$ cat src/rtl/hdmi_period_scheduler.sv
// hdmi_period_scheduler
//   Pixel-clock raster and period scheduler for an HDMI/TMDS transmitter.
//   Walks the raster (cx, cy) and, for every pixel, reports which TMDS period
//   the encoder should emit: control, video, video guard band, data island or
//   data-island guard band. It also produces the CTL3..CTL0 preamble codes,
//   {vsync, hsync}, and the packet bit index / ack used to pace a
//   32-cycle-per-packet source. All outputs are registered together, so a
//   given cycle's outputs always describe the same pixel.
//
// Ports
//   clk_pixel    in   pixel clock, the only clock
//   reset_n      in   asynchronous active-low reset
//   packet_valid in   source has a 32-cycle packet ready (held until ack)
//   packet_ack   out  one-cycle pulse on the last cycle of each packet
//   packet_bit   out  cycle index 0..31 within the current packet
//   mode         out  0 control, 1 video, 2 video guard, 3 island, 4 island guard
//   ctl          out  CTL3..CTL0 for the channel 1/2 control codes
//   sync         out  {vsync, hsync}, active high
//   cx, cy       out  raster position of the pixel described by the outputs
//
// Island FSM
//   state    | meaning
//   IDLE     | no island; raster timing and video preamble only
//   DI_PRE   | 8-cycle data-island preamble, ctl = 0101
//   DI_LEAD  | 2-cycle leading island guard band
//   DI_PKT   | packet payload, packet_bit 0..31
//   DI_TRAIL | 2-cycle trailing island guard band

module hdmi_period_scheduler #(
   parameter int H_ACTIVE     = 640,
   parameter int H_FRONT      = 16,
   parameter int H_SYNC       = 96,
   parameter int H_BACK       = 48,
   parameter int V_ACTIVE     = 480,
   parameter int V_FRONT      = 10,
   parameter int V_SYNC       = 2,
   parameter int V_BACK       = 33,
   parameter int ISLAND_START = 4,
   parameter int MAX_PACKETS  = 2
) (
   input  logic        clk_pixel,
   input  logic        reset_n,
   input  logic        packet_valid,
   output logic        packet_ack,
   output logic [4:0]  packet_bit,
   output logic [2:0]  mode,
   output logic [3:0]  ctl,
   output logic [1:0]  sync,
   output logic [15:0] cx,
   output logic [15:0] cy
);

   localparam int H_TOTAL = H_ACTIVE + H_FRONT + H_SYNC + H_BACK;
   localparam int V_TOTAL = V_ACTIVE + V_FRONT + V_SYNC + V_BACK;

   localparam logic [15:0] HT_LAST  = 16'(H_TOTAL - 1);
   localparam logic [15:0] VT_LAST  = 16'(V_TOTAL - 1);
   localparam logic [15:0] HA       = 16'(H_ACTIVE);
   localparam logic [15:0] VA       = 16'(V_ACTIVE);
   localparam logic [15:0] HS_START = 16'(H_ACTIVE + H_FRONT);
   localparam logic [15:0] HS_END   = 16'(H_ACTIVE + H_FRONT + H_SYNC);
   localparam logic [15:0] VS_START = 16'(V_ACTIVE + V_FRONT);
   localparam logic [15:0] VS_END   = 16'(V_ACTIVE + V_FRONT + V_SYNC);
   localparam logic [15:0] ISL_X    = 16'(H_ACTIVE + ISLAND_START);
   localparam logic [15:0] PRE_X    = 16'(H_TOTAL - 10);
   localparam logic [15:0] GUARD_X  = 16'(H_TOTAL - 2);
   localparam logic [4:0]  PKT_MAX  = 5'(MAX_PACKETS);

   // The whole island (preamble, guards, packets) must finish before the
   // video preamble of the next line begins.
   if (MAX_PACKETS < 1 || MAX_PACKETS > 18 ||
       H_ACTIVE + ISLAND_START + 12 + 32 * MAX_PACKETS > H_TOTAL - 10) begin : g_param_check
      $error("hdmi_period_scheduler: data island does not fit in horizontal blanking");
   end

   typedef enum logic [2:0] {IDLE, DI_PRE, DI_LEAD, DI_PKT, DI_TRAIL} island_state_t;

   island_state_t state, state_n;
   logic [2:0]    tmr, tmr_n;
   logic [4:0]    pkt_cnt, pkt_cnt_n;
   logic [4:0]    bit_n;
   logic          running;
   logic [15:0]   nx, ny;
   logic          next_line_active;
   logic [2:0]    mode_n;
   logic [3:0]    ctl_n;
   logic [1:0]    sync_n;
   logic          ack_n;

   // Everything below describes the pixel that will be presented after the
   // next edge. The first edge after reset presents (0,0) rather than
   // advancing, so the raster restarts cleanly at the origin.
   always_comb begin
      nx = cx + 16'd1;
      ny = cy;
      if (!running) begin
         nx = 16'd0;
         ny = 16'd0;
      end else if (cx == HT_LAST) begin
         nx = 16'd0;
         ny = (cy == VT_LAST) ? 16'd0 : cy + 16'd1;
      end

      state_n   = state;
      tmr_n     = tmr;
      pkt_cnt_n = pkt_cnt;
      bit_n     = 5'd0;
      case (state)
         IDLE: begin
            if (nx == ISL_X && packet_valid) begin
               state_n = DI_PRE;
               tmr_n   = 3'd7;
            end
         end
         DI_PRE: begin
            if (tmr == 3'd0) begin
               state_n = DI_LEAD;
               tmr_n   = 3'd1;
            end else begin
               tmr_n = tmr - 3'd1;
            end
         end
         DI_LEAD: begin
            if (tmr == 3'd0) begin
               state_n   = DI_PKT;
               pkt_cnt_n = 5'd1;
            end else begin
               tmr_n = tmr - 3'd1;
            end
         end
         DI_PKT: begin
            if (packet_bit == 5'd31) begin
               if (packet_valid && pkt_cnt < PKT_MAX) begin
                  pkt_cnt_n = pkt_cnt + 5'd1;
               end else begin
                  state_n = DI_TRAIL;
                  tmr_n   = 3'd1;
               end
            end else begin
               bit_n = packet_bit + 5'd1;
            end
         end
         DI_TRAIL: begin
            if (tmr == 3'd0) begin
               state_n = IDLE;
            end else begin
               tmr_n = tmr - 3'd1;
            end
         end
         default: state_n = IDLE;
      endcase

      // Line following ny; the last line wraps to line 0, which is active.
      next_line_active = (ny == VT_LAST) ? 1'b1 : ((ny + 16'd1) < VA);

      mode_n = 3'd0;
      ctl_n  = 4'd0;
      case (state_n)
         DI_PKT:           mode_n = 3'd3;
         DI_LEAD, DI_TRAIL: mode_n = 3'd4;
         DI_PRE:           ctl_n  = 4'b0101;
         default: begin
            if (nx < HA && ny < VA) begin
               mode_n = 3'd1;
            end else if (next_line_active && nx >= GUARD_X) begin
               mode_n = 3'd2;
            end else if (next_line_active && nx >= PRE_X) begin
               ctl_n = 4'b0001;
            end
         end
      endcase

      sync_n = {(ny >= VS_START && ny < VS_END), (nx >= HS_START && nx < HS_END)};
      ack_n  = (state_n == DI_PKT) && (bit_n == 5'd31);
   end

   always_ff @(posedge clk_pixel or negedge reset_n) begin
      if (!reset_n) begin
         running    <= 1'b0;
         state      <= IDLE;
         tmr        <= 3'd0;
         pkt_cnt    <= 5'd0;
         cx         <= 16'd0;
         cy         <= 16'd0;
         mode       <= 3'd0;
         ctl        <= 4'd0;
         sync       <= 2'd0;
         packet_bit <= 5'd0;
         packet_ack <= 1'b0;
      end else begin
         running    <= 1'b1;
         state      <= state_n;
         tmr        <= tmr_n;
         pkt_cnt    <= pkt_cnt_n;
         cx         <= nx;
         cy         <= ny;
         mode       <= mode_n;
         ctl        <= ctl_n;
         sync       <= sync_n;
         packet_bit <= bit_n;
         packet_ack <= ack_n;
      end
   end

endmodule

$ cat config.mk
export PLATFORM = sky130hd
export DESIGN_NAME = hdmi_period_scheduler
export DESIGN_NICKNAME = d
export VERILOG_FILES = /design/src/rtl/hdmi_period_scheduler.sv
export SDC_FILE = /design/constraint.sdc
export NUM_CORES = 1
export LEC_CHECK = 0
export BUFFER_PORTS_ARGS = -buffer_cell sky130_fd_sc_hd__buf_2
export CORE_ASPECT_RATIO = 1.75
export CORE_MARGIN = 5
export CORE_UTILIZATION = 41
export CTS_CLUSTER_DIAMETER = 150
export DETAILED_ROUTE_END_ITERATION = 12
export HOLD_SLACK_MARGIN = 0.15
export SLEW_MARGIN = 20
export SYNTH_ARGS = -nofsm -noshare
export SYNTH_HDL_FRONTEND = slang
export SYNTH_SLANG_ARGS = --single-unit
$ cat constraint.sdc
create_clock -name clk_pixel -period 3.21 [get_ports clk_pixel]
set_input_delay 0.642 -clock clk_pixel [delete_from_list [all_inputs] [get_ports clk_pixel]]
set_output_delay 0.642 -clock clk_pixel [all_outputs]
set_load 0.005 [all_outputs]
==> results.toml <==
[floorplan]
design.core.area_mm2 = 0.008615
number_of_rows_created_at_floorplan = 45
fp.dieArea_mm2 = 0.01077
die_w_um = 80.64
die_height_um = 133.6
boundaryPins = 50
starting_density_of_the_core = 0.4155

[logic_synthesis]
synth-xor-area-share = 0.06361
adder_and_majority_cell_fraction_of_the_synthesized_area = 0.02796
synthMostInstantiatedCell = "sky130_fd_sc_hd__dfrtp_1"
synth_seq_cells = 57
mappedNetlistArea_mm2 = 0.003580
synth.area.top_cells = "sky130_fd_sc_hd__dfrtp_1 (40%), sky130_fd_sc_hd__xnor2_1 (4.4%), sky130_fd_sc_hd__nor2_1 (4.0%)"
yosysWarnings = 0
synth.area.mux_share = 0.009437
yosysTopAreaCell = "sky130_fd_sc_hd__dfrtp_1"
ys_seq_area_frac = 0.3985
ys_top_cells_by_count = "sky130_fd_sc_hd__dfrtp_1 (57), sky130_fd_sc_hd__nor2_1 (38), sky130_fd_sc_hd__nand2_1 (30)"
async_reset_ff_frac = 1.000
synth_ff_type = "sky130_fd_sc_hd__dfrtp_1"
synthDistinctLibCells = 71
complex_gate_fraction_of_the_synthesized_area = 0.1454
synthSimpleGateAreaFrac = 0.3107
yosys.area.top_type_share = 0.3985
main_combinational_cell_family_by_area_after_synthesis = "simple AND/OR/NAND/NOR gates"
postSynthCellCount = 386
post_synth_edffs = 0
syn-mean-instance-area_um2 = 9.274

[global_routing]
via_count_of_the_first_global_routing_pass = 3737
initial_antenna_violation_count = 0
grt_max_degree = 29
grt.total_usage = 0.2304
grt_pass1_wl_um = 18680
grt_remaining_overflow = 0

[setup_path]
critical_path.startpoint_type = "flop"
critical_path_required_ps = 3410
crit_path_max_fanout = 5
arrival_ps = 3570
timing.setup.critical_path_class = "reg2reg"
crit_end_category = "flop"

[cts]
cts_inserted_buffers = 9
worstSkewPairLatency_ps = 330
htreeDepth = 3
tritoncts_clock_tree = "yes"
clk_path_buf_depth = 2
cts-root-buf = "sky130_fd_sc_hd__clkbuf_16"
numClockSinks = 57
clk_pin_slew_worst_paths_ps = 50

[power_and_ir_drop]
int_power_w = 0.001369
power.static_leakage_nw = 2.386
p_comb_frac = 0.041
switching_power_w = 0.0003839
power.switching_fraction = 0.2190
register_share_of_total_power = 0.415
finalPower_w = 0.001753
share_clk_of_total_power = 0.545
powerDensity_mw_per_mm2 = 345.9
max_vdd_drop_uv = 299.9

[place]
dpl.hpwl_um = 8563
io_buffers = 47
routabilityCongestion = 0.9291
placed_cells = 610

[sta]
period_minus_slack_ps = 3375
timing_max_transition_violations_final = 0
layout_setup_ws_ps = -165.1
slew_headroom = 0.5393
timing_worst_slew_pin_value_ps = 691.1
skew_ps = 8.315
finalHoldViolations = 0
grt_setup_unrepaired = "yes"
max_freq_mhz = 296.3
final.period_utilization = 1.051
setup_viol = 4

[route]
route.vias.total = 3583
detailedRoute.firstPassIterationCount = 4
wl_per_cell_um = 18.13
drtAntennaViolNets = 0
drt-initial-drc-count = 159
route.detailed.vias_per_inst = 5.598
drt_drc_violations_left = 0
wirelength_um = 11600

[run_status]
outcome = "finished with violations"
violated_checks = "setup timing"

[layout]
antenna-diode-count = 0
syn_to_final_growth_pct = 41.63
nNetsFinal = 529
layout_cells_sized_above_1 = 0.3958
finalNonFillerCells = 640
final.fill_count = 772

[job]
maxCapViolCount = 0

[min_path]
worstHoldPathType = "in2async"
layer usage:
layer,GRT usage,up-vias,share of wire
li1,-,1689,-
met1,0.2276,1733,0.36
met2,0.4114,114,0.54
met3,0.04601,47,0.040
met4,0.1673,0,0.065
met5,0,-,0
placed cells by master, fill, tap and decap left out, types with 3 or more instances in the layout:
master                      netlist  routed
sky130_fd_sc_hd__o21ai_2          2       4
sky130_fd_sc_hd__or2_2            4       4
sky130_fd_sc_hd__buf_2            1      47
sky130_fd_sc_hd__nor4_1           9       5
sky130_fd_sc_hd__and2_1           4       4
sky130_fd_sc_hd__xnor2_1         18      17
sky130_fd_sc_hd__nor2_1          38      38
sky130_fd_sc_hd__conb_1           2       3
sky130_fd_sc_hd__or3_1            6       4
sky130_fd_sc_hd__buf_4            2      88
sky130_fd_sc_hd__nand4b_1         3       3
sky130_fd_sc_hd__or4_1           11      10
sky130_fd_sc_hd__nor3_2           0       3
sky130_fd_sc_hd__or4_4            5       7
sky130_fd_sc_hd__nor4_2           3       3
sky130_fd_sc_hd__clkbuf_16        0       9
sky130_fd_sc_hd__nor4_4           1       5
sky130_fd_sc_hd__or3_4            1       3
sky130_fd_sc_hd__nand2b_1         3       3
sky130_fd_sc_hd__a21oi_2          1       3
sky130_fd_sc_hd__a21oi_1         15      13
sky130_fd_sc_hd__ha_1             8       7
sky130_fd_sc_hd__o31ai_1          6       5
sky130_fd_sc_hd__nand4_1          6       6
sky130_fd_sc_hd__xor2_1           8       7
sky130_fd_sc_hd__o21ai_0         17      14
sky130_fd_sc_hd__inv_1           13      13
sky130_fd_sc_hd__nand3_1         20      19
sky130_fd_sc_hd__dfrtp_1         57      55
sky130_fd_sc_hd__nor3_1          13      10
sky130_fd_sc_hd__and3_1          10       9
sky130_fd_sc_hd__nand2_1         30      29
sky130_fd_sc_hd__nand3b_1         3       3
critical path, stage by stage, from the launching register on:
cell and delay, ps:
sky130_fd_sc_hd__dfrtp_1 420, sky130_fd_sc_hd__or3_4 450, sky130_fd_sc_hd__or4_1 620, sky130_fd_sc_hd__or4_1 550, sky130_fd_sc_hd__a21oi_1 320, sky130_fd_sc_hd__xnor2_1 170
sky130_fd_sc_hd__and3_1 220, sky130_fd_sc_hd__a41o_1 250, sky130_fd_sc_hd__a2bb2oi_4 170, sky130_fd_sc_hd__o21ai_2 70
power by group through the flow:
stage / Sequential [W] / Clock [W] / Combinational, W
6_report: 0.000727 / 0.000955 / 0.0000712
5_1_grt: 0.000727 / 0.00102 / 0.0000786
4_1_cts: 0.000728 / 0.000974 / 0.0000650
3_5_place_dp: 0.000739 / 0 / 0.0000607
3_3_place_gp: 0.000739 / 0 / 0.0000604
2_1_floorplan: 0.000740 / 0 / 0.0000195
per-stage QoR:
| stage | area, um^2 | hold slack (ps) | setup WS, ps | TNS, ps | utilization |
|---|---|---|---|---|---|
| global placement | 4471 | 483.0 | -165.8 | -685.3 | 0.5190 |
| detailed placement | 4471 | 493.9 | -220.2 | -1005 | 0.5190 |
| floorplan | 3621 | 346.4 | -26.66 | -32.29 | - |
| global route | 5070 | 396.3 | -234.7 | -756.8 | 0.5885 |
| CTS | 4997 | 360.7 | -30.99 | -92.23 | 0.5801 |
| finish | 5070 | 349.6 | -165.1 | -385.2 | 0.5885 |
area by class of cell:
cell class	count	area (um^2)	area share
multi-input cells	301	2241	0.4420
well taps	117	146.4	0.02887
clock buffers	11	242.7	0.04788
inverters	13	48.80	0.009625
flip-flops and latches	57	1429	0.2818
repair buffers	136	907.1	0.1789
clock inverters	5	55.05	0.01086
path summary, 6_finish.rpt:
kind,startpoint,slack (ps),end,cells after the start
setup reg to reg,cx[6],-170,mode[1],9
hold / removal,reset_n,350,cy[1],1
max in group asynchronous,reset_n,2160,tmr[1],2
setup / recovery,cx[6],-170,mode[1],9
min in group clk_pixel,tmr[1],500,tmr[1],1
hold reg to reg,tmr[1],500,tmr[1],1
state kept, by name, indices dropped and copies added, names as in the netlist, 3 cells and up:
name / flops
cx: 16
cy: 16
mode: 3
packet_bit: 5
pkt_cnt: 5
state: 3
tmr: 3
cells by family after synthesis:
logic type	count (synthesis)
flops	57
compound gates	72
mux	3
xor+xnor	26
buf+inv	30
other cells	2
simple gates	188
fa+ha+maj	8
timing repair:
action / CTS / global route
pin swaps: 8 / 3
setup buffers: 10 / 3
cloned: 1 / 0
gates resized for setup: 25 / 10
endpoints found under the setup margin: 7 / 9
hold buffers: 0 / 0
Note: power is estimated with default switching activity, not from simulation.
